`config.mk`:
```
export PLATFORM = sky130hd
export DESIGN_NAME = systolic_tile_sequencer_flat
export DESIGN_NICKNAME = d
export VERILOG_FILES = /design/src/rtl/systolic_pkg.sv /design/src/rtl/systolic_tile_sequencer_if.sv /design/src/rtl/systolic_tile_sequencer_skew_enable_gen.sv /design/src/rtl/systolic_tile_sequencer.sv /design/src/flat_wrapper.sv
export SDC_FILE = /design/constraint.sdc
export NUM_CORES = 1
export LEC_CHECK = 0
export ABC_AREA = 1
export CAP_MARGIN = 10
export CORE_ASPECT_RATIO = 0.8
export CORE_MARGIN = 2
export CORE_UTILIZATION = 51
export CTS_CLUSTER_DIAMETER = 60
export DETAILED_ROUTE_END_ITERATION = 7
export GPL_TIMING_DRIVEN = 1
export PLACE_DENSITY = 0.87
export SLEW_MARGIN = 40
export SYNTH_ARGS = -nofsm -noshare
export SYNTH_HDL_FRONTEND = slang
export SYNTH_SLANG_ARGS = --single-unit
```
`constraint.sdc`:
```
create_clock -name clk -period 2.7 [get_ports clk]
set_clock_uncertainty 0.1 [all_clocks]
set_input_delay 0.54 -clock clk [delete_from_list [all_inputs] [get_ports clk]]
set_output_delay 0.54 -clock clk [all_outputs]
set_load 0.1 [all_outputs]
```
`src/rtl/systolic_pkg.sv`:
```
// rtl/systolic_pkg.sv - shared state encoding and window arithmetic for the systolic tile sequencer
package systolic_pkg;

   typedef enum logic [1:0] {
      ST_IDLE   = 2'd0,
      ST_LOAD   = 2'd1,
      ST_STREAM = 2'd2,
      ST_FINISH = 2'd3
   } state_t;

   // Last stream count: activations enter for N cycles, the last row is skewed
   // by N-1 cycles and the pipeline needs PE_LATENCY more to drain.
   function automatic int last_cnt(input int n, input int lat);
      return 2 * n + lat - 2;
   endfunction

   // First stream count carrying a result row; the window closes at last_cnt,
   // so exactly N rows are flagged and result_row always fits the row index.
   function automatic int result_start(input int n, input int lat);
      return n + lat - 1;
   endfunction

   // Width of the shared load/stream counter.
   function automatic int cnt_width(input int n, input int lat);
      return $clog2(last_cnt(n, lat) + 1);
   endfunction

endpackage

```
`src/rtl/systolic_tile_sequencer_if.sv`:
```
// rtl/systolic_tile_sequencer_if.sv - host control and array strobe bundle for the tile sequencer
interface systolic_tile_sequencer_if #(
   parameter int N      = 2,
   parameter int TILE_W = 8
);
   localparam int AW = $clog2(N);

   logic              en;
   logic              start;
   logic [TILE_W-1:0] num_tiles;
   logic              busy;
   logic              done;
   logic              load_weight;
   logic [AW-1:0]     weight_row_addr;
   logic              act_valid;
   logic [AW-1:0]     act_rd_addr;
   logic [N-1:0]      enable_mult;
   logic              result_valid;
   logic [AW-1:0]     result_row;
   logic [TILE_W-1:0] tile_idx;

   // Host / environment side
   modport master (
      output en, start, num_tiles,
      input  busy, done, load_weight, weight_row_addr, act_valid, act_rd_addr,
             enable_mult, result_valid, result_row, tile_idx
   );

   // Sequencer side
   modport slave (
      input  en, start, num_tiles,
      output busy, done, load_weight, weight_row_addr, act_valid, act_rd_addr,
             enable_mult, result_valid, result_row, tile_idx
   );
endinterface

```
`src/rtl/systolic_tile_sequencer_skew_enable_gen.sv`:
```
// rtl/systolic_tile_sequencer_skew_enable_gen.sv - diagonal per-row PE enable window decode
module skew_enable_gen #(
   parameter int N          = 2,
   parameter int PE_LATENCY = 4,
   parameter int CW         = 3
) (
   input  logic [CW-1:0] i_cnt,
   input  logic          i_en,
   output logic [N-1:0]  o_enable_mult
);
   logic [31:0] w_cnt;

   assign w_cnt = 32'(i_cnt);

   // Row i is live from count i for N+PE_LATENCY cycles (skewed by its row index)
   always_comb begin
      o_enable_mult = '0;
      for (int i = 0; i < N; i++) begin
         o_enable_mult[i] = i_en && (w_cnt >= 32'(i)) && (w_cnt <= 32'(i + N - 1 + PE_LATENCY));
      end
   end
endmodule

```
`src/rtl/systolic_tile_sequencer.sv`:
```
// rtl/systolic_tile_sequencer.sv - multi-tile load/stream/drain sequencer for the systolic array
module systolic_tile_sequencer
   import systolic_pkg::*;
#(
   parameter int MATRIX_SIZE = 2,
   parameter int PE_LATENCY  = 4,
   parameter int TILE_W      = 8
) (
   input  logic                     clk,
   input  logic                     reset,
   systolic_tile_sequencer_if.slave bus
);
   localparam int N    = MATRIX_SIZE;
   localparam int AW   = $clog2(N);
   localparam int CW   = cnt_width(N, PE_LATENCY);
   localparam int LAST = last_cnt(N, PE_LATENCY);
   localparam int RS   = result_start(N, PE_LATENCY);

   localparam logic [CW-1:0] C_LOAD_END = CW'(N - 1);
   localparam logic [CW-1:0] C_LAST     = CW'(LAST);
   localparam logic [CW-1:0] C_ACT_END  = CW'(N);
   localparam logic [CW-1:0] C_RES      = CW'(RS);

   state_t            r_state, w_state_nx;
   logic [CW-1:0]     r_cnt, w_cnt_nx;
   logic [TILE_W-1:0] r_tile_idx, w_tile_nx;
   logic [TILE_W-1:0] r_num_tiles, w_num_nx;
   logic              r_zero_job, w_zero_nx;

   logic              w_is_load, w_is_stream, w_is_finish;
   logic              w_act_win, w_res_win;
   logic [CW-1:0]     w_res_off;

   // State and counter registers; everything clears asynchronously
   always_ff @(posedge clk or posedge reset) begin
      if (reset) begin
         r_state     <= ST_IDLE;
         r_cnt       <= '0;
         r_tile_idx  <= '0;
         r_num_tiles <= '0;
         r_zero_job  <= 1'b0;
      end else begin
         r_state     <= w_state_nx;
         r_cnt       <= w_cnt_nx;
         r_tile_idx  <= w_tile_nx;
         r_num_tiles <= w_num_nx;
         r_zero_job  <= w_zero_nx;
      end
   end

   // Next-state logic; with en low nothing advances, which also defers done
   always_comb begin
      w_state_nx = r_state;
      w_cnt_nx   = r_cnt;
      w_tile_nx  = r_tile_idx;
      w_num_nx   = r_num_tiles;
      w_zero_nx  = r_zero_job;
      if (bus.en) begin
         unique case (r_state)
            ST_IDLE: begin
               if (bus.start) begin
                  w_num_nx  = bus.num_tiles;
                  w_tile_nx = '0;
                  w_cnt_nx  = '0;
                  if (bus.num_tiles == '0) begin
                     w_state_nx = ST_FINISH;
                     w_zero_nx  = 1'b1;
                  end else begin
                     w_state_nx = ST_LOAD;
                     w_zero_nx  = 1'b0;
                  end
               end
            end
            ST_LOAD: begin
               if (r_cnt == C_LOAD_END) begin
                  w_cnt_nx   = '0;
                  w_state_nx = ST_STREAM;
               end else begin
                  w_cnt_nx = r_cnt + 1'b1;
               end
            end
            ST_STREAM: begin
               if (r_cnt == C_LAST) begin
                  w_cnt_nx = '0;
                  if (({1'b0, r_tile_idx} + 1'b1) < {1'b0, r_num_tiles}) begin
                     w_tile_nx  = r_tile_idx + 1'b1;
                     w_state_nx = ST_LOAD;
                  end else begin
                     w_state_nx = ST_FINISH;
                  end
               end else begin
                  w_cnt_nx = r_cnt + 1'b1;
               end
            end
            ST_FINISH: begin
               w_state_nx = ST_IDLE;
               w_zero_nx  = 1'b0;
            end
            default: w_state_nx = ST_IDLE;
         endcase
      end
   end

   assign w_is_load   = (r_state == ST_LOAD);
   assign w_is_stream = (r_state == ST_STREAM);
   assign w_is_finish = (r_state == ST_FINISH);
   assign w_act_win   = w_is_stream && (r_cnt < C_ACT_END);
   assign w_res_win   = w_is_stream && (r_cnt >= C_RES);
   assign w_res_off   = r_cnt - C_RES;

   // Strobes are gated by en; addresses, busy and tile_idx only follow registered state
   assign bus.load_weight     = w_is_load & bus.en;
   assign bus.weight_row_addr = w_is_load ? r_cnt[AW-1:0] : '0;
   assign bus.act_valid       = w_act_win & bus.en;
   assign bus.act_rd_addr     = w_act_win ? r_cnt[AW-1:0] : '0;
   assign bus.result_valid    = w_res_win & bus.en;
   assign bus.result_row      = w_res_win ? w_res_off[AW-1:0] : '0;
   assign bus.busy            = w_is_load | w_is_stream | (w_is_finish & r_zero_job);
   assign bus.done            = w_is_finish & bus.en;
   assign bus.tile_idx        = r_tile_idx;

   skew_enable_gen #(
      .N          (N),
      .PE_LATENCY (PE_LATENCY),
      .CW         (CW)
   ) u_skew (
      .i_cnt         (r_cnt),
      .i_en          (w_is_stream & bus.en),
      .o_enable_mult (bus.enable_mult)
   );
endmodule

```
`src/flat_wrapper.sv`:
```
// flat-port wrapper written by rule: the top's interface ports become plain ports
module systolic_tile_sequencer_flat import systolic_pkg::*;
#(
   parameter int MATRIX_SIZE = 2,
   parameter int PE_LATENCY  = 4,
   parameter int TILE_W      = 8
)
  (clk, reset, bus_en, bus_start, bus_num_tiles, bus_busy, bus_done, bus_load_weight, bus_weight_row_addr, bus_act_valid, bus_act_rd_addr, bus_enable_mult, bus_result_valid, bus_result_row, bus_tile_idx);
  systolic_tile_sequencer_if #(.N((2)), .TILE_W(TILE_W)) bus_i ();
  input  logic clk;
  input  logic reset;
  input wire logic [$bits(bus_i.en)-1:0] bus_en;
  input wire logic [$bits(bus_i.start)-1:0] bus_start;
  input wire logic [$bits(bus_i.num_tiles)-1:0] bus_num_tiles;
  output wire logic [$bits(bus_i.busy)-1:0] bus_busy;
  output wire logic [$bits(bus_i.done)-1:0] bus_done;
  output wire logic [$bits(bus_i.load_weight)-1:0] bus_load_weight;
  output wire logic [$bits(bus_i.weight_row_addr)-1:0] bus_weight_row_addr;
  output wire logic [$bits(bus_i.act_valid)-1:0] bus_act_valid;
  output wire logic [$bits(bus_i.act_rd_addr)-1:0] bus_act_rd_addr;
  output wire logic [$bits(bus_i.enable_mult)-1:0] bus_enable_mult;
  output wire logic [$bits(bus_i.result_valid)-1:0] bus_result_valid;
  output wire logic [$bits(bus_i.result_row)-1:0] bus_result_row;
  output wire logic [$bits(bus_i.tile_idx)-1:0] bus_tile_idx;
  assign bus_i.en = bus_en;
  assign bus_i.start = bus_start;
  assign bus_i.num_tiles = bus_num_tiles;
  assign bus_busy = bus_i.busy;
  assign bus_done = bus_i.done;
  assign bus_load_weight = bus_i.load_weight;
  assign bus_weight_row_addr = bus_i.weight_row_addr;
  assign bus_act_valid = bus_i.act_valid;
  assign bus_act_rd_addr = bus_i.act_rd_addr;
  assign bus_enable_mult = bus_i.enable_mult;
  assign bus_result_valid = bus_i.result_valid;
  assign bus_result_row = bus_i.result_row;
  assign bus_tile_idx = bus_i.tile_idx;
  systolic_tile_sequencer #(.MATRIX_SIZE(MATRIX_SIZE), .PE_LATENCY(PE_LATENCY), .TILE_W(TILE_W)) u_core (.clk(clk), .reset(reset), .bus(bus_i));
endmodule
```
# == Word level (Yosys, flattened, before mapping) ==
# Cells that the tools add are included.
# classes
n_lt_le_gt_ge,7
eq_ne,9
n_reduce_logical,16
muxes,20
add_sub_neg,4
n_bitwise,8
# op_table
cell,n
8-bit 2-to-1 mux,3
8-bit one-hot mux with 2 select lines,1
2-bit 2-to-1 mux,5
8-bit by 1-bit adder with 9-bit output (second input constant),1
9-bit by 8-bit less-than comparator with 1-bit output,1
3-bit 2-to-1 mux,3
3-bit one-hot mux with 3 select lines,1
3-bit AND reduction,3
8-bit by 1-bit adder with 8-bit output (second input constant),1
8-bit logical NOT,1
2-bit != test (second input constant),4
2-bit one-hot mux with 4 select lines,1
1-bit AND,6
3-bit by 1-bit greater-or-equal comparator with 1-bit output (second input constant),2
3-bit less-or-equal comparator (second input constant),2
1-bit logical AND,6
1-bit 2-to-1 mux,5
5-bit AND reduction,1
2-bit equality test (second input constant),2
4-bit AND reduction,1
2-bit nonzero test,2
3-bit by 1-bit adder with 3-bit output (second input constant),1
3-bit by 1-bit equality test with 1-bit output (second input constant),1
3-bit equality test (second input constant),1
8 further kinds,9
# totals
reg_bits,22
word_cells,69
output_inout_bits,18
inputBits,12

# == Longest topological paths before layout ==
# Gate-level depths: netlist (run 1).
# logic_depth
word_depth,5
depth_mapped,15

# == By module ==
# From an unflattened synthesis (run 1), not the netlist that was laid out.
# hier_totals
hier_cells,218
area_unflattened_um2,1555.2
# modules_own_cells
module,n_inst,area_per_inst_um2,cells_per_inst,seq_area_each_um2
systolic_tile_sequencer,1,1530.2,213,550.5
skew_enable_gen,1,25.0,5,0.0

# == Worst setup path after synthesis (run 1) ==
# No wires, ideal clock.
# synth_path
path_kind,reg-to-output
from,register u_core.r_state[0]
to,output bus_enable_mult[1]
n_path_buf,1
t_arrival_ns,3.152
path_stages_with_launch,6
path_slack_ns,-1.092
cell_sequence,dfrtp_1 -> inv_1 -> ha_1 -> buf_4 -> nand2_1 -> nor3_1
# synth_via
elab_chain_len,4
# synth_lines
item,line_no,text
"start, declared",systolic_tile_sequencer.sv:24,"state_t r_state, w_state_nx;"
"start signal, assigned",systolic_tile_sequencer.sv:43,r_state <= w_state_nx;
2-bit equality test,systolic_tile_sequencer.sv:105,assign w_is_stream = (r_state == ST_STREAM);
1-bit AND,systolic_tile_sequencer.sv:128,".i_en (w_is_stream & bus.en),"
1-bit logical AND (2 in series),systolic_tile_sequencer_skew_enable_gen.sv:19,o_enable_mult[i] = i_en && (w_cnt >= 32'(i)) && (w_cnt <= 32'(i + N - 1 + PE_LATENCY));
"end, declared",flat_wrapper.sv:21,output wire logic [$bits(bus_i.enable_mult)-1:0] bus_enable_mult;
# Every way passes these cells.

# == Final worst setup path (run 1) ==
# layout_path
from,"register u_core.r_tile_idx[0], in the netlist u_core.bus.tile_idx[0]"
to,"register u_core.r_tile_idx[0], in the netlist u_core.bus.tile_idx[0]"
# layout_via
elab_chain_len,4
word_cells_on_any_way,8
cone_classes,add/sub: 2; order compare: 1; eq/ne: 1; mux: 3; reduce/logical: 1
# layout_lines
item,line_no,text
"start, declared",systolic_tile_sequencer.sv:26,"logic [TILE_W-1:0] r_tile_idx, w_tile_nx;"
"start signal, assigned",systolic_tile_sequencer.sv:45,r_tile_idx <= w_tile_nx;
8-bit by 1-bit adder with 9-bit output / 8-bit by 1-bit adder with 8-bit output (equally long branches),"systolic_tile_sequencer.sv:85, systolic_tile_sequencer.sv:86",
9-bit by 8-bit less-than comparator with 1-bit output / 8-bit 2-to-1 mux (equally long branches),systolic_tile_sequencer.sv:85,"if (({1'b0, r_tile_idx} + 1'b1) < {1'b0, r_num_tiles}) begin"
2-bit != test (no line) / 8-bit 2-to-1 mux (equally long branches),--,
5-bit AND reduction (no line) / 8-bit one-hot mux with 2 select lines (equally long branches),--,
# Parallel ways exist; a longest one is shown, timed or not. The select of a mux whose other input is x is not followed.
# A chain may end at the register's enable or synchronous reset.

==> results.md, run 1 <==
- Status: finished clean
- Dpl ws: 0.307 ns
- Final antenna-violating net count: 0
- Gr usage total: 22.3%
- Final WL: 3.39 mm
- Hold-fix buffers, CTS: 0
- Pwr Total: 2.09 mW
- Total grt overflow: 0
- DRT Pass-1 Iters: 4
- Post-CTS Resized: 0
- Post-Syn Area: 0.00154 mm2
- Final setup violation count: 0
- Nets: 260
- Mapped Avg Cell Area: 7.61 um2
- Root Buffer: clkbuf_8
- CTS max path bufs: 2
- Vias in the first global route: 1,376
- Synth top area share: 35.8%
- Min-Delay Path Class: flip-flop to flip-flop
- Synth Area in Simple Gates: 32.3%
- Share of cells above drive strength 1: 21.3%
- CP cell instances: ha_1 > nand3_2 > xor2_1 > inv_1 > ha_1 > nand2_1 > inv_1 > a21oi_1 > nand2_1 > nand2_1 > nand2_2 > nand2_4 > nand3_4 > nand2_1 > nand2_1
- Height of the die: 53.1 um
- # Post-CTS Setup Buffers: 0
- Total I/O pin count: 30
- # rows: 17
- PwrDens: 1030 mW/mm2
- Crit-path most repeated cell: nand2_1
- Die area: 0.00347 mm2
- Vias per cell: 5.03
- Fill cell count: 232
- Post-Syn Instances: 202
- XOR/XNOR share of the synthesized area: 3.42%
- 1st-iter DRT viols: 88
- Multiplexer share of the synthesized area: 0%
- Delay-heaviest family, CP: simple AND/OR/NAND/NOR gates
- Slew headroom: 59.6%
- Crit path max fanout: 10
- Initial antenna violation count: 0
- Worst path max stage delay: 0.44 ns
- CTS Buf Count: 3
- Cell Area, Placed: 0.00196 mm2
- H-tree level count: 1
- Inserted Diodes: 0
- Slew Limit Fails: 0
- Wire per inst: 12.4 um
- Slowest cell on crit path: dfrtp_2
- Synth warn: 0
- Via count: 1,373
- R2r setup slk: 0.25 ns
- Minimum clock period: 2.45 ns
- CP arrival: 2.50 ns
- Startpoint types: flip-flop
- Fin. Hold Viols: 0
- Area Overhead vs Synth: 32.1%
- Worst Setup End Kind: flip-flop
- Largest net degree at the start of global routing: 23
- Number of synthesized register bits: 22
- CP required: 2.75 ns
- CTS Sinks: 22
- Global-route wire length before repair: 5.99 mm
- Main combinational cell family by area after synthesis: simple AND/OR/NAND/NOR gates
- Utilization after layout: 72.3%
- Syn_nets: 226
- Die W: 65.4 um
- DRC: 0
- Synth Area in Compound Gates: 8.06%
- Clock latency on the worst-skew pair: 0.27 ns
- Peak Freq: 408 MHz
- Post-Synth Adder-Cell Area: 9.77%
- Design Area, Final: 0.00203 mm2
- Worst Path Buf+Inv: 2
- Yosys cell types: 33
- Port buffer count: 29
- Sequential area share after synthesis: 35.8%
- Worst setup path class: flip-flop to flip-flop
- Area contributors post-synth: dfrtp_1 36%, nand2_1 13%, ha_1 9.8%
- Worst Max-Slew Pin Slew: 0.605 ns
- Clk pin slew, worst setup/hold paths: 0.09 ns
- CTS tree: done
- Peak supply drop: 1260 uV
- Final period util: 90.9%
- Maximum Capacitance Violations: 0
- Initial Util: 54.7%
- RSZ-0062 raised after global routing: no
- Leakage Power: 1.07 nW
- Final worst setup slack: 0.247 ns
- Cell taking the most area after synthesis: dfrtp_1
- Core area: 0.00281 mm2
- Post-DP HPWL: 2.56 mm
- GP Congestion: 0.852
==> worst paths after layout <==
kind | from | to | cells past startpoint
min in group asynchronous | reset | u_core.r_cnt[1] | 3
setup / recovery | u_core.bus.tile_idx[0] | u_core.bus.tile_idx[0] | 15
hold reg to reg | u_core.r_num_tiles[7] | u_core.r_num_tiles[7] | 2
hold / removal | u_core.r_num_tiles[7] | u_core.r_num_tiles[7] | 2
setup reg to reg | u_core.bus.tile_idx[0] | u_core.bus.tile_idx[0] | 15
max in group asynchronous | reset | u_core.bus.tile_idx[1] | 3
==> stage by stage <==
stage | hold slack (ns) | cells | TNS (ns)
3_5_place_dp | 0.383 | 269 | 0
6_report | 0.397 | 273 | 0
2_1_floorplan | 0.359 | 202 | -1.14
3_3_place_gp | 0.378 | 269 | 0
5_1_grt | 0.425 | 273 | 0
4_1_cts | 0.404 | 273 | 0
==> logic make-up (layout without fill, tap and decap cells) <==
group | after synthesis | after routing
fa+ha+maj | 12 | 12
simple gates | 100 | 100
compound gates | 20 | 20
buf+inv | 42 | 75
flops | 22 | 22
xor+xnor | 6 | 6
==> power breakdown <==
group	switching (mW)	internal (mW)	total, mW	leakage [nW]
Clock	0.116	0.198	0.314	0.0357
Combinational	0.869	0.375	1.24	0.752
Sequential	0.0857	0.445	0.531	0.278
Total	1.07	1.02	2.09	1.07
==> worst reg2reg max path: stages, from the launching register on <==
cell	delay, ns
dfrtp_2	0.44
ha_1	0.24
nand3_2	0.13
xor2_1	0.16
inv_1	0.09
ha_1	0.29
nand2_1	0.07
inv_1	0.05
a21oi_1	0.14
nand2_1	0.08
nand2_1	0.08
nand2_2	0.06
nand2_4	0.13
nand3_4	0.13
nand2_1	0.10
nand2_1	0.06
==> layout make-up <==
| class | instances | area (um2) | share of cell area, % |
|---|---|---|---|
| Clock inverter | 1 | 30.0 | 1.48 |
| Inverter | 40 | 151 | 7.46 |
| Sequential cell | 22 | 557 | 27.4 |
| Clock buffer | 3 | 41.3 | 2.03 |
| Timing Repair Buffer | 31 | 360 | 17.8 |
| Tap cell | 38 | 47.5 | 2.34 |
| Multi-Input combinational cell | 138 | 842 | 41.5 |
==> state kept, by name, indices dropped and copies added (netlist names) <==
register and count:
u_core.r_num_tiles 8, u_core.r_state 2, u_core.r_cnt 3, u_core.r_zero_job 1, u_core.bus.tile_idx 8
==> cell usage in the layout, fill, tap and decap left out, types with 2 or more instances in the layout <==
cell type | netlist | final
dfrtp_1 | 22 | 17
nor2_1 | 14 | 13
nand2_4 | 3 | 3
nand2_2 | 2 | 2
o21ai_1 | 7 | 7
inv_1 | 37 | 37
clkbuf_8 | 0 | 3
buf_12 | 0 | 8
o21ai_2 | 2 | 2
a21oi_1 | 6 | 6
nand4_1 | 11 | 11
ha_1 | 12 | 12
clkdlybuf4s50_1 | 0 | 11
nand2_1 | 52 | 52
nor2_2 | 2 | 3
xor2_1 | 5 | 5
dfrtp_2 | 0 | 5
nand3_1 | 5 | 5
buf_4 | 1 | 12
nor3_2 | 2 | 3
==> Yosys cell counts, drive strengths merged <==
| master | n |
|---|---|
| nand2 | 57 |
| xnor2 | 1 |
| o22ai | 1 |
| clkinv | 2 |
| xor2 | 5 |
| nand4 | 11 |
| a21oi | 7 |
| nand3b | 1 |
| or2 | 1 |
| a31oi | 1 |
| a21o | 1 |
| inv | 38 |
| nand3 | 7 |
| dfrtp | 22 |
| nor2 | 17 |
| buf | 1 |
| clkbuf | 1 |
| o21ai | 10 |
| ha | 12 |
| and3 | 1 |
| nor3 | 5 |
==> metal layers <==
layer | vias to the layer above | wire length, um | GRT usage [%]
li1 | 703 | - | -
met1 | 643 | 1490 | 26.8
met2 | 23 | 1750 | 42.3
met3 | 4 | 123 | 4.47
met4 | 0 | 19 | 3.13
met5 | - | 0 | 0
Power figures use the tool's default switching activity.
==> run 2: changes to the inputs <==
Settings changed: CORE_MARGIN 2 to not set.
==> run 2 against run 1 <==
Combinational power barely moved. Hold slack improved by 0.0058 ns. Core utilization fell by 0.58 points. Largest cell class unchanged.
==> results.md, run 2 (synthesized netlist as in run 1, its figures left out) <==
- CTS Buf Count: 3
- CP arrival: 2.47 ns
- Total grt overflow: 0
- Most common cell after layout, fill and taps aside: nand2_1
- Vias per cell: 5.07
- Cell Area, Placed: 0.00196 mm2
- Wire per inst: 11.5 um
- Share of cells above drive strength 1: 21.3%
- Min-delay src: u_core.r_num_tiles[7]
- Final setup TNS: 0 ns
- Met3 Use GR: 4.24%
- GRT Max-Usage Layer: met2
- # Post-CTS Setup Buffers: 0
- Worst setup path class: flip-flop to flip-flop
- H-tree level count: 1
- Area Overhead vs Synth: 31.0%
- Peak Freq: 415 MHz
- Switching share of power: 52.4%
- R2R cell count: 15
- Final setup violation count: 0
- Initial antenna violation count: 0
- Global-route wire length before repair: 5.50 mm
- Slew headroom: 60.2%
- PwrDens: 991 mW/mm2
- Fin. Hold Viols: 0
- Clock latency on the worst-skew pair: 0.26 ns
- Design Area, Final: 0.00201 mm2
- Hold-fix buffers, CTS: 0
- Via count: 1,383
- Nets: 260
- Final WL: 3.15 mm
- Hold EP: u_core.r_num_tiles[7]
- Clock power frac: 12.0%
- Post-DP HPWL: 2.46 mm
- Minimum clock period: 2.41 ns
- Root Buffer: clkbuf_8
- Most frequent cells in the layout: 52 x nand2_1, 37 x inv_1, 17 x dfrtp_1, 13 x nor2_1
- DRT Pass-1 Iters: 4
- Reg-to-reg startpoint: u_core.bus.tile_idx[0]
- CTS Sinks: 22
- Switching pwr: 1.05 mW
- CP required: 2.76 ns
- Final period util: 89.2%
- Slew Limit Fails: 0
- R2r setup slk: 0.29 ns
- Post-CTS Resized: 0
- Global-route met2 utilization: 36.9%
- Total I/O pin count: 30
- Comb pwr share: 61.4%
- Flop pwr share: 26.6%
- Met1 usage: 27.1%
- GP Congestion: 0.838
- Clk pin slew, worst setup/hold paths: 0.08 ns
- Maximum Capacitance Violations: 0
- Final antenna-violating net count: 0
- R2r endpoint: u_core.bus.tile_idx[1]
- Utilization after layout: 71.7%
- CTS max path bufs: 2
- Worst Max-Slew Pin Slew: 0.595 ns
- Internal: 0.950 mW
- Vias in the first global route: 1,320
- Crit path max fanout: 10
- CTS tree: done
- Initial Util: 54.7%
- Pwr Total: 2.00 mW
- Min-Delay Path Class: flip-flop to flip-flop
- Height of the die: 51.1 um
- Die area: 0.00324 mm2
- RSZ-0062 raised after global routing: no
- Inserted Diodes: 0
- Leakage Power: 1.06 nW
- Peak supply drop: 1000 uV
- Status: finished clean
- Hold path cells: 2
- Largest net degree at the start of global routing: 23
- Startpoint types: flip-flop
- Port buffer count: 29
- 1st-iter DRT viols: 105
- Gr usage total: 21.1%
- # rows: 17
- Worst Setup End Kind: flip-flop
- DRC: 0
- Core area: 0.00281 mm2
- Die W: 63.4 um
[run 2: cell types whose count changed in the layout (fill, tap and decap cells not counted), sizes merged]
cell | before | now
bufinv | 1 | 0
clkbuf | 3 | 4
[run 2: worst max path at each step]
stage	start	end	slack [ns]	depth (start not counted)
after floorplan	u_core.r_state[0]	bus_act_valid	-0.30	5
after global placement	bus_en	bus_enable_mult[1]	0.32	4
after detailed placement	bus_en	bus_enable_mult[1]	0.32	4
after CTS	u_core.bus.tile_idx[0]	u_core.bus.tile_idx[1]	0.30	15
after global routing	u_core.bus.tile_idx[0]	u_core.bus.tile_idx[2]	0.14	15
final	u_core.bus.tile_idx[0]	u_core.bus.tile_idx[1]	0.29	15
[run 2: per-stage QoR]
step,hold slack (ns),std cells,worst slack (ns)
6_report,0.403,273,0.292
5_1_grt,0.431,273,0.142
4_1_cts,0.403,273,0.302
3_5_place_dp,0.382,269,0.324
3_3_place_gp,0.376,269,0.318
2_1_floorplan,0.359,202,-0.297
[run 2: worst max-delay path, cell delays in order (launching register included)]
cell and delay [ns]:
dfrtp_2 0.44, ha_1 0.24, nand3_2 0.12, xor2_1 0.15, inv_1 0.08, ha_1 0.29
nand2_1 0.07, inv_1 0.05, a21oi_1 0.17, nand2_1 0.08, nand2_1 0.07, nand2_2 0.06
nand2_4 0.12, nand3_4 0.13, nand2_1 0.09, nand2_1 0.05
[run 2: routing by layer]
metal  vias to the layer above  wire length [um]
met2                        28              1510
li1                        704                 -
met3                         4               103
met5                         -                 0
met4                         0                16
met1                       647              1520
[run 2: final cells by class]
class	count	area [um2]
Sequential cell	22	557
Clock buffer	4	55.1
Inverter	40	151
Multi-Input combinational cell	138	842
Timing Repair Buffer	31	360
Fill cell	228	795
Tap cell	38	47.5
[run 2: power groups by stage]
stage / Sequential (mW) / Combinational (mW) / Clock, mW
detailed placement: 0.537 / 1.22 / 0
finish: 0.532 / 1.23 / 0.239
CTS: 0.531 / 1.23 / 0.245
floorplan: 0.636 / 0.832 / 0
global placement: 0.533 / 1.20 / 0
global route: 0.546 / 1.34 / 0.254
==> run 3: changes to the inputs <==
Clock period 2.7 ns to 2.4 ns, I/O delays scaled along.
==> run 3 against run 2 <==
The flow now finishes with violations (setup timing). Final cell count up 3.7%. Sequential power up 17%. Sequential share of layout area down 2.1 points. Hold slack worse by 0.0035 ns. Design area up 9.9%. Via count up 9.8%. Clock-buffer cell count unchanged. Register-to-register slack worse by 0.40 ns. Critical path depth unchanged. Routed wire length up 27%. First-iteration DRC count down 16%. Largest cell class unchanged. Largest power group unchanged.
==> results.md, run 3 (synthesized netlist as in run 1, its figures left out) <==
- Clock latency on the worst-skew pair: 0.26 ns
- Minimum clock period: 2.51 ns
- Min-Delay Path Class: flip-flop to flip-flop
- Most frequent cells in the layout: 45 x nand2_1, 37 x inv_1, 19 x buf_4, 15 x dfrtp_1
- CP required: 2.45 ns
- Global-route wire length before repair: 5.87 mm
- Nets: 270
- Cell Area, Placed: 0.00204 mm2
- Total grt overflow: 0
- Worst Setup End Kind: flip-flop
- Final WL: 4.01 mm
- 1st-iter DRT viols: 88
- Status: finished, violations left
- Die W: 63.4 um
- CP arrival: 2.56 ns
- Most common cell after layout, fill and taps aside: nand2_1
- Largest net degree at the start of global routing: 23
- Die area: 0.00324 mm2
- Startpoint types: flip-flop
- Via count: 1,518
- Clk pin slew, worst setup/hold paths: 0.08 ns
- Vias per cell: 5.36
- Area Overhead vs Synth: 44.0%
- Gr usage total: 23.7%
- Slew headroom: 74.7%
- Final antenna-violating net count: 0
- CTS tree: done
- Vias in the first global route: 1,311
- DRT Pass-1 Iters: 4
- Peak supply drop: 1280 uV
- Inserted Diodes: 0
- Root Buffer: clkbuf_8
- Wire per inst: 14.2 um
- Violated checks: setup timing
- GP Congestion: 0.879
- R2r setup slk: -0.11 ns
- PwrDens: 1120 mW/mm2
- Fill cell count: 201
- Leakage Power: 1.14 nW
- Height of the die: 51.1 um
- Peak Freq: 399 MHz
- CTS Buf Count: 3
- Hold-fix buffers, CTS: 0
- # rows: 17
- Slew Limit Fails: 0
- Maximum Capacitance Violations: 0
- RSZ-0062 raised after global routing: yes
- Total I/O pin count: 30
- Crit path max fanout: 8
- Post-DP HPWL: 2.67 mm
- Worst Max-Slew Pin Slew: 0.378 ns
- DRC: 0
- Core area: 0.00281 mm2
- Port buffer count: 29
- Initial antenna violation count: 0
- H-tree level count: 1
- Final setup violation count: 8
- CTS Sinks: 22
- Share of cells above drive strength 1: 31.4%
- CTS max path bufs: 2
- Final worst setup slack: -0.109 ns
- Design Area, Final: 0.00221 mm2
- Initial Util: 54.7%
- Utilization after layout: 78.8%
- Fin. Hold Viols: 0
- Worst setup path class: flip-flop to flip-flop
- Final period util: 105%
- Dpl ws: -0.00453 ns
-- run 3: cell count changes in the layout (fill, tap and decap cells not counted), sizes merged --
cell	previous run	this run
nand2	57	58
buf	20	29
-- run 3: per-layer routing --
layer	track usage [%]	share of wire, %	vias up
li1	-	-	726
met1	31.1	44	718
met2	39.0	47	59
met3	5.13	5.7	15
met4	7.58	2.7	0
met5	0	0	-
-- run 3: per-stage QoR --
stage	std cells	power (mW)	hold slack (ns)	TNS (ns)
after floorplan	202	1.69	0.359	-0.956
after global placement	271	2.06	0.373	0
after detailed placement	271	2.11	0.383	-0.00453
after CTS	277	2.41	0.403	0
after global routing	283	2.62	0.421	-1.61
final	283	2.47	0.399	-0.599
-- run 3: final cells by class --
cell class / instances / area, um2 / area share (%)
inverter: 40 / 151 / 6.84
multi-input combinational: 139 / 941 / 42.5
tap: 38 / 47.5 / 2.15
timing repair buffer: 40 / 453 / 20.5
sequential: 22 / 564 / 25.5
clock buffer: 4 / 55.1 / 2.49
-- run 3: repair_timing --
item,in CTS,in global routing
cloned,1,0
pin swaps,2,10
setup buffers,1,6
setup endpoints to repair,3,9
resized for setup,1,12
-- run 3: path summary, 6_finish.rpt --
path	cells past startpoint	end	start
setup / recovery	15	u_core.bus.tile_idx[5]	u_core.bus.tile_idx[0]
hold / removal	2	u_core.r_num_tiles[5]	u_core.r_num_tiles[5]
setup reg to reg	15	u_core.bus.tile_idx[5]	u_core.bus.tile_idx[0]
hold reg to reg	2	u_core.r_num_tiles[5]	u_core.r_num_tiles[5]
max in group asynchronous	3	u_core.bus.tile_idx[0]	reset
min in group asynchronous	3	u_core.r_cnt[2]	reset
-- run 3: critical path: stages, from the launching register on --
cell,delay [ns]
dfrtp_4,0.47
ha_4,0.16
nand3_4,0.10
nor3_4,0.16
xor2_2,0.24
ha_1,0.30
nand2_1,0.07
nand2_1,0.05
nand2_1,0.05
nand2_1,0.07
nor2_2,0.11
nand2_2,0.09
nand2_4,0.10
nand3_4,0.14
nand2_2,0.12
nand2_1,0.07
-- run 3: power by group --
part	switching, mW	leakage, nW	internal [mW]	total [mW]
logic	1.05	0.835	0.533	1.58
clock network	0.121	0.0288	0.146	0.267
registers	0.112	0.274	0.509	0.621
==> RTL edit 1, RTL diff (settings of run 1) <==
`PE_LATENCY` is set to 4 in 3 places; all go to 3.
--- a/src/rtl/systolic_tile_sequencer_skew_enable_gen.sv
+++ b/src/rtl/systolic_tile_sequencer_skew_enable_gen.sv
@@ -1,7 +1,7 @@
 // rtl/systolic_tile_sequencer_skew_enable_gen.sv - diagonal per-row PE enable window decode
 module skew_enable_gen #(
    parameter int N          = 2,
-   parameter int PE_LATENCY = 4,
+   parameter int PE_LATENCY = 3,
    parameter int CW         = 3
 ) (
    input  logic [CW-1:0] i_cnt,
--- a/src/rtl/systolic_tile_sequencer.sv
+++ b/src/rtl/systolic_tile_sequencer.sv
@@ -3,7 +3,7 @@
    import systolic_pkg::*;
 #(
    parameter int MATRIX_SIZE = 2,
-   parameter int PE_LATENCY  = 4,
+   parameter int PE_LATENCY  = 3,
    parameter int TILE_W      = 8
 ) (
    input  logic                     clk,
--- a/src/flat_wrapper.sv
+++ b/src/flat_wrapper.sv
@@ -2,7 +2,7 @@
 module systolic_tile_sequencer_flat import systolic_pkg::*;
 #(
    parameter int MATRIX_SIZE = 2,
-   parameter int PE_LATENCY  = 4,
+   parameter int PE_LATENCY  = 3,
    parameter int TILE_W      = 8
 )
   (clk, reset, bus_en, bus_start, bus_num_tiles, bus_busy, bus_done, bus_load_weight, bus_weight_row_addr, bus_act_valid, bus_act_rd_addr, bus_enable_mult, bus_result_valid, bus_result_row, bus_tile_idx);
Behaviour: not the same (Yosys sat finds a counterexample within 10 cycles, from zero or initial values and one cycle with reset high).
==> RTL edit 1 against run 1 <==
  * Global-route usage is 0.78 points higher
  * Count of clock-buffer cells in the layout did not move
  * Critical path depth decreased by 10
  * Register-to-register slack better by 0.06 ns
  * Setup slack lost 0.067 ns
  * Synthesized area is 1.6% higher
  * Total power decreased by 9.8%
  * Cell area increased by 2.0%
  * Sequential cell count is the same
  * Worst hold slack got worse by 0.0038 ns
  * Routed wire length up 3.3%
==> RTL edit 1: results (changes against run 1) <==
Logic synthesis:
- Top cells by area in the synthesized netlist: dfrtp_1 35%, nand2_1 15%, inv_1 11%, ha_1 9.6%, nor2_1 5.5% (was dfrtp_1 36%, nand2_1 13%, ha_1 9.8%, inv_1 9.0%, nand4_1 4.5%).
- The average cell area after synthesis is 7.07 µm² (was 7.61 µm²).
- The post-synthesis net count was 245 (was 226).
- The count of distinct cell types in the synthesized netlist is 28 (was 33).
- Most frequent cells after synthesis: 61 x nand2_1, 46 x inv_1, 23 x nor2_1, 22 x dfrtp_1, 13 x nand3_1 (was 52 x nand2_1, 37 x inv_1, 22 x dfrtp_1, 14 x nor2_1, 12 x ha_1).

Global routing:
- The met1 layer usage reported by global route is 0.284 (was 0.268).
- The global-route total usage across every layer is 0.231 (was 0.223).
- The met3 layer usage reported by global route is 0.0511 (was 0.0447).
- The global-route wire length before repair is 6.10 mm (was 5.99 mm).
- The largest net degree at the start of global routing is 18 (was 23).
- The via count of the first global-routing pass was 1,476 (was 1,376).

Place:
- The post-placement cell count was 289 (was 269).
- The standard cell area after detailed placement is 2000 µm² (was 1960 µm²).
- The half-perimeter wire length after detailed placement is 2.72 mm (was 2.56 mm).
- The weighted congestion reported at the end of routability-driven placement is 0.905 (was 0.852).

Drt:
- The first-pass iteration count of the detailed router is 5 (was 4).
- The number of DRC markers after the initial detailed-route iteration is 149 (was 88).
- The wire length after detailed routing is 3.50 mm (was 3.39 mm).
- The post-detailed-route wirelength per cell came to 11.9 µm (was 12.4 µm).

Timing:
- The final-layout worst hold slack was 0.393 ns (was 0.397 ns).

Outcome:
- Result of the run: finished, final reports clean (unchanged).

Worst setup path:
- The termination of the worst setup path is bus_enable_mult[1] (was u_core.bus.tile_idx[0]).
- The cell type of the slowest stage on the worst timing path is dfrtp_1 (was dfrtp_2).
- The destination of the worst register-to-register timing path is u_core.bus.tile_idx[7] (was u_core.bus.tile_idx[0]).

Cells and area:
- The fraction of layout cells with a size suffix above 1 was 0.169 (was 0.213).
- The count of nets after finishing is 280 (was 260).

Power:
- The peak supply drop came to 892 µV (was 1260 µV).
- The reported leakage power is 1.14 nW (was 1.07 nW).
-- RTL edit 1: cell types whose count changed after synthesis, sizes merged, moves of 2 or more --
| cell | delta |
|---|---|
| inv | +8 |
| nor2 | +8 |
| nand2 | +7 |
| nand3 | +6 |
| nand4 | -6 |
| xor2 | -4 |
| a21oi | -2 |
| o211ai | +2 |
| o21ai | +2 |
-- RTL edit 1: how the worst min path moves through the flow --
stage,start,endpoint,depth (start not counted)
detailed placement,u_core.r_num_tiles[3],u_core.r_num_tiles[3],2
global placement,u_core.r_num_tiles[4],u_core.r_num_tiles[4],2
finish,u_core.r_num_tiles[3],u_core.r_num_tiles[3],2
floorplan,u_core.r_num_tiles[1],u_core.r_num_tiles[1],2
CTS,u_core.r_num_tiles[3],u_core.r_num_tiles[3],2
global route,u_core.r_num_tiles[4],u_core.r_num_tiles[4],2
-- RTL edit 1: stage by stage --
step,util,TNS (ns),setup WS [ns]
2_1_floorplan,-,-0.726,-0.246
3_3_place_gp,0.705,0,0.321
3_5_place_dp,0.705,0,0.319
4_1_cts,0.731,0,0.0230
5_1_grt,0.732,0,0.0617
6_report,0.732,0,0.179
-- RTL edit 1: area by class of cell --
cell class | count | area, µm²
fill | 221 | 759
inverter | 47 | 176
clock inverter | 1 | 30.0
multi-input combinational | 150 | 851
timing repair buffer | 32 | 368
sequential | 22 | 556
tap | 38 | 47.5
clock buffer | 3 | 41.3
-- RTL edit 1: worst max-delay path: cells and delay by family, from the launching register on --
| family | cells | cell delay (ns) |
|---|---|---|
| AOI/OAI and AO/OA | 1 | 0.32 |
| buffers and inverters | 2 | 0.32 |
| adders and majority gates | 1 | 0.33 |
| and+or+nand+nor | 1 | 0.23 |
| DFF | 1 | 0.42 |
-- RTL edit 1: logic make-up (layout without fill, tap and decap cells) --
group                      after synthesis  after routing  share of synthesized area
and+or+nand+nor                        114            114                      0.325
buffers and inverters                   49             83                      0.119
AOI/OAI and AO/OA                       22             22                     0.0962
DFF                                     22             22                      0.353
adders and majority gates               12             12                     0.0962
xor gates and xnor gates                 1              1                    0.00561
muxes                                    1              1                    0.00641
-- RTL edit 1: per-layer routing --
metal  share of wire  up-vias
met5               0        -
met4          0.0077        0
met3           0.058        4
met2            0.50       43
met1            0.44      677
li1                -      754
-- RTL edit 1: report_power, final --
part | total, mW | internal, mW | leakage, nW | switching, mW
sequential | 0.510 | 0.427 | 0.283 | 0.0834
combinational | 1.06 | 0.330 | 0.824 | 0.731
clock | 0.313 | 0.198 | 0.0357 | 0.114
total | 1.88 | 0.955 | 1.14 | 0.929
-- RTL edit 1: timing repair --
item / in CTS / in global routing
setup endpoints to repair: 0 / 1
gates resized for setup: 0 / 1
buffers inserted: 0 / 0
endpoints found under the hold margin: 0 / 0
==> RTL edit 2, RTL diff (flow settings as in run 1) <==
Without the edit above. Reset style: synchronous (`reset`), changed in one clocked block. Comments in the files are not updated.
--- a/src/rtl/systolic_tile_sequencer.sv
+++ b/src/rtl/systolic_tile_sequencer.sv
@@ -32,7 +32,7 @@
    logic [CW-1:0]     w_res_off;
 
    // State and counter registers; everything clears asynchronously
-   always_ff @(posedge clk or posedge reset) begin
+   always_ff @(posedge clk) begin
       if (reset) begin
          r_state     <= ST_IDLE;
          r_cnt       <= '0;
Formal check against the unedited RTL: differs if reset is asserted again (counterexample within 4 cycles, from zero or initial values and one cycle with reset high); with reset held inactive, the same outputs for 10 cycles.
==> RTL edit 2 against run 1 <==
  * Synthesized area is 4.0% lower
  * First-iteration DRC count down 38%
  * Sequential cell count unchanged
  * Routed wire length decreased by 7.0%
  * Setup slack worse by 0.11 ns
  * Cell area is 5.5% lower
  * Critical path type is now flop to primary output
  * Critical endpoint is now bus_act_rd_addr
  * Largest cell class unchanged
Power is not compared: it rests on default switching activity, and its combinational part moved more than twofold at a synthesized area within 25%.
==> RTL edit 2: results (changes against run 1) <==
Outcome:
- Result of the run: finished, final reports clean (unchanged).

Worst setup path:
- The setup slack on the worst flop-to-flop path is 0.30 ns (was 0.25 ns).
- The critical path arrival was 1.93 ns (was 2.50 ns).
- The reg-to-reg startpoint is u_core.bus.tile_idx[0] (unchanged).
- The number of cells on the worst reg-to-reg path came to 17 (was 15).
- The destination of the worst register-to-register timing path is u_core.bus.tile_idx[5] (was u_core.bus.tile_idx[0]).
- The timing startpoint of the critical path is u_core.r_state[0] (was u_core.bus.tile_idx[0]).
- The cell type of the slowest stage on the worst timing path is ha_1 (was dfrtp_2).
- The termination of the worst setup path is bus_act_rd_addr (was u_core.bus.tile_idx[0]).

Cells and area:
- The count of nets after finishing is 274 (was 260).
- The post-layout instance count excluding filler cells is 287 (was 273).
- The count of filler cells inserted in the layout was 248 (was 232).

Clocking:
- The master cell of the clock root buffer is clkbuf_4 (was clkbuf_8).
- The post-CTS clock slew at the launch and capture registers of the worst setup and hold paths came to 0.13 ns (was 0.09 ns).

Logic synthesis:
- The synthesized-area fraction occupied by ao, oa, aoi and oai cells is 0.143 (was 0.0806).
- The count of distinct cell types in the synthesized netlist came to 28 (was 33).
- The fraction of synthesized cell area in xor and xnor cells is 0.0297 (was 0.0342).
- Top cells by area in the synthesized netlist: dfxtp_1 30%, ha_1 10%, nand2_1 9.7%, inv_1 9.4%, nor2_1 8.1% (was dfrtp_1 36%, nand2_1 13%, ha_1 9.8%, inv_1 9.0%, nand4_1 4.5%).
- Most frequent cells after synthesis: 38 x nand2_1, 37 x inv_1, 32 x nor2_1, 22 x dfxtp_1, 19 x a21oi_1 (was 52 x nand2_1, 37 x inv_1, 22 x dfrtp_1, 14 x nor2_1, 12 x ha_1).
- The share of synthesized area occupied by flip-flops and latches is 0.299 (was 0.358).

Global routing:
- The largest net degree at the start of global routing is 18 (was 23).
- The met1 layer usage reported by global route was 0.275 (was 0.268).
- The global-route total usage across every layer is 0.221 (was 0.223).
- The met3 layer usage reported by global route is 0.0649 (was 0.0447).
- The via count of the first global-routing pass was 1,352 (was 1,376).

Timing:
- The final-layout worst hold slack is 0.358 ns (was 0.397 ns).

Drt:
- The average via count per standard cell is 4.92 (was 5.03).

Worst hold path:
- The capture endpoint of the worst hold path is u_core.r_num_tiles[0] (was u_core.r_num_tiles[7]).

Place:
- The post-placement cell count is 283 (was 269).
- The weighted congestion reported at the end of routability-driven placement is 0.863 (was 0.852).
-- RTL edit 2: cell count changes after synthesis, moves of 3 or more --
cell	run 1	this run
nand2_1	52	38
dfrtp_1	22	0
dfxtp_1	0	22
nand3_1	5	10
nand4_1	11	2
o21ai_0	1	13
a21oi_1	6	19
o21ai_1	7	0
nor2_1	14	32
or2_2	0	3
-- RTL edit 2: area by class of cell --
type                            count  share of cell area
Tap cell                           38              0.0248
Sequential cell                    22               0.234
Clock buffer                        4              0.0189
Multi-Input combinational cell    153               0.458
Timing Repair Buffer               30               0.184
Inverter                           40              0.0809
-- RTL edit 2: stage by stage --
stage / setup TNS [ns] / area [µm²] / setup slack (ns)
6_report: 0 / 1920 / 0.135
5_1_grt: 0 / 1920 / 0.00187
4_1_cts: 0 / 1910 / 0.0635
3_5_place_dp: 0 / 1870 / 0.315
3_3_place_gp: 0 / 1870 / 0.355
2_1_floorplan: -0.0473 / 1510 / -0.0236
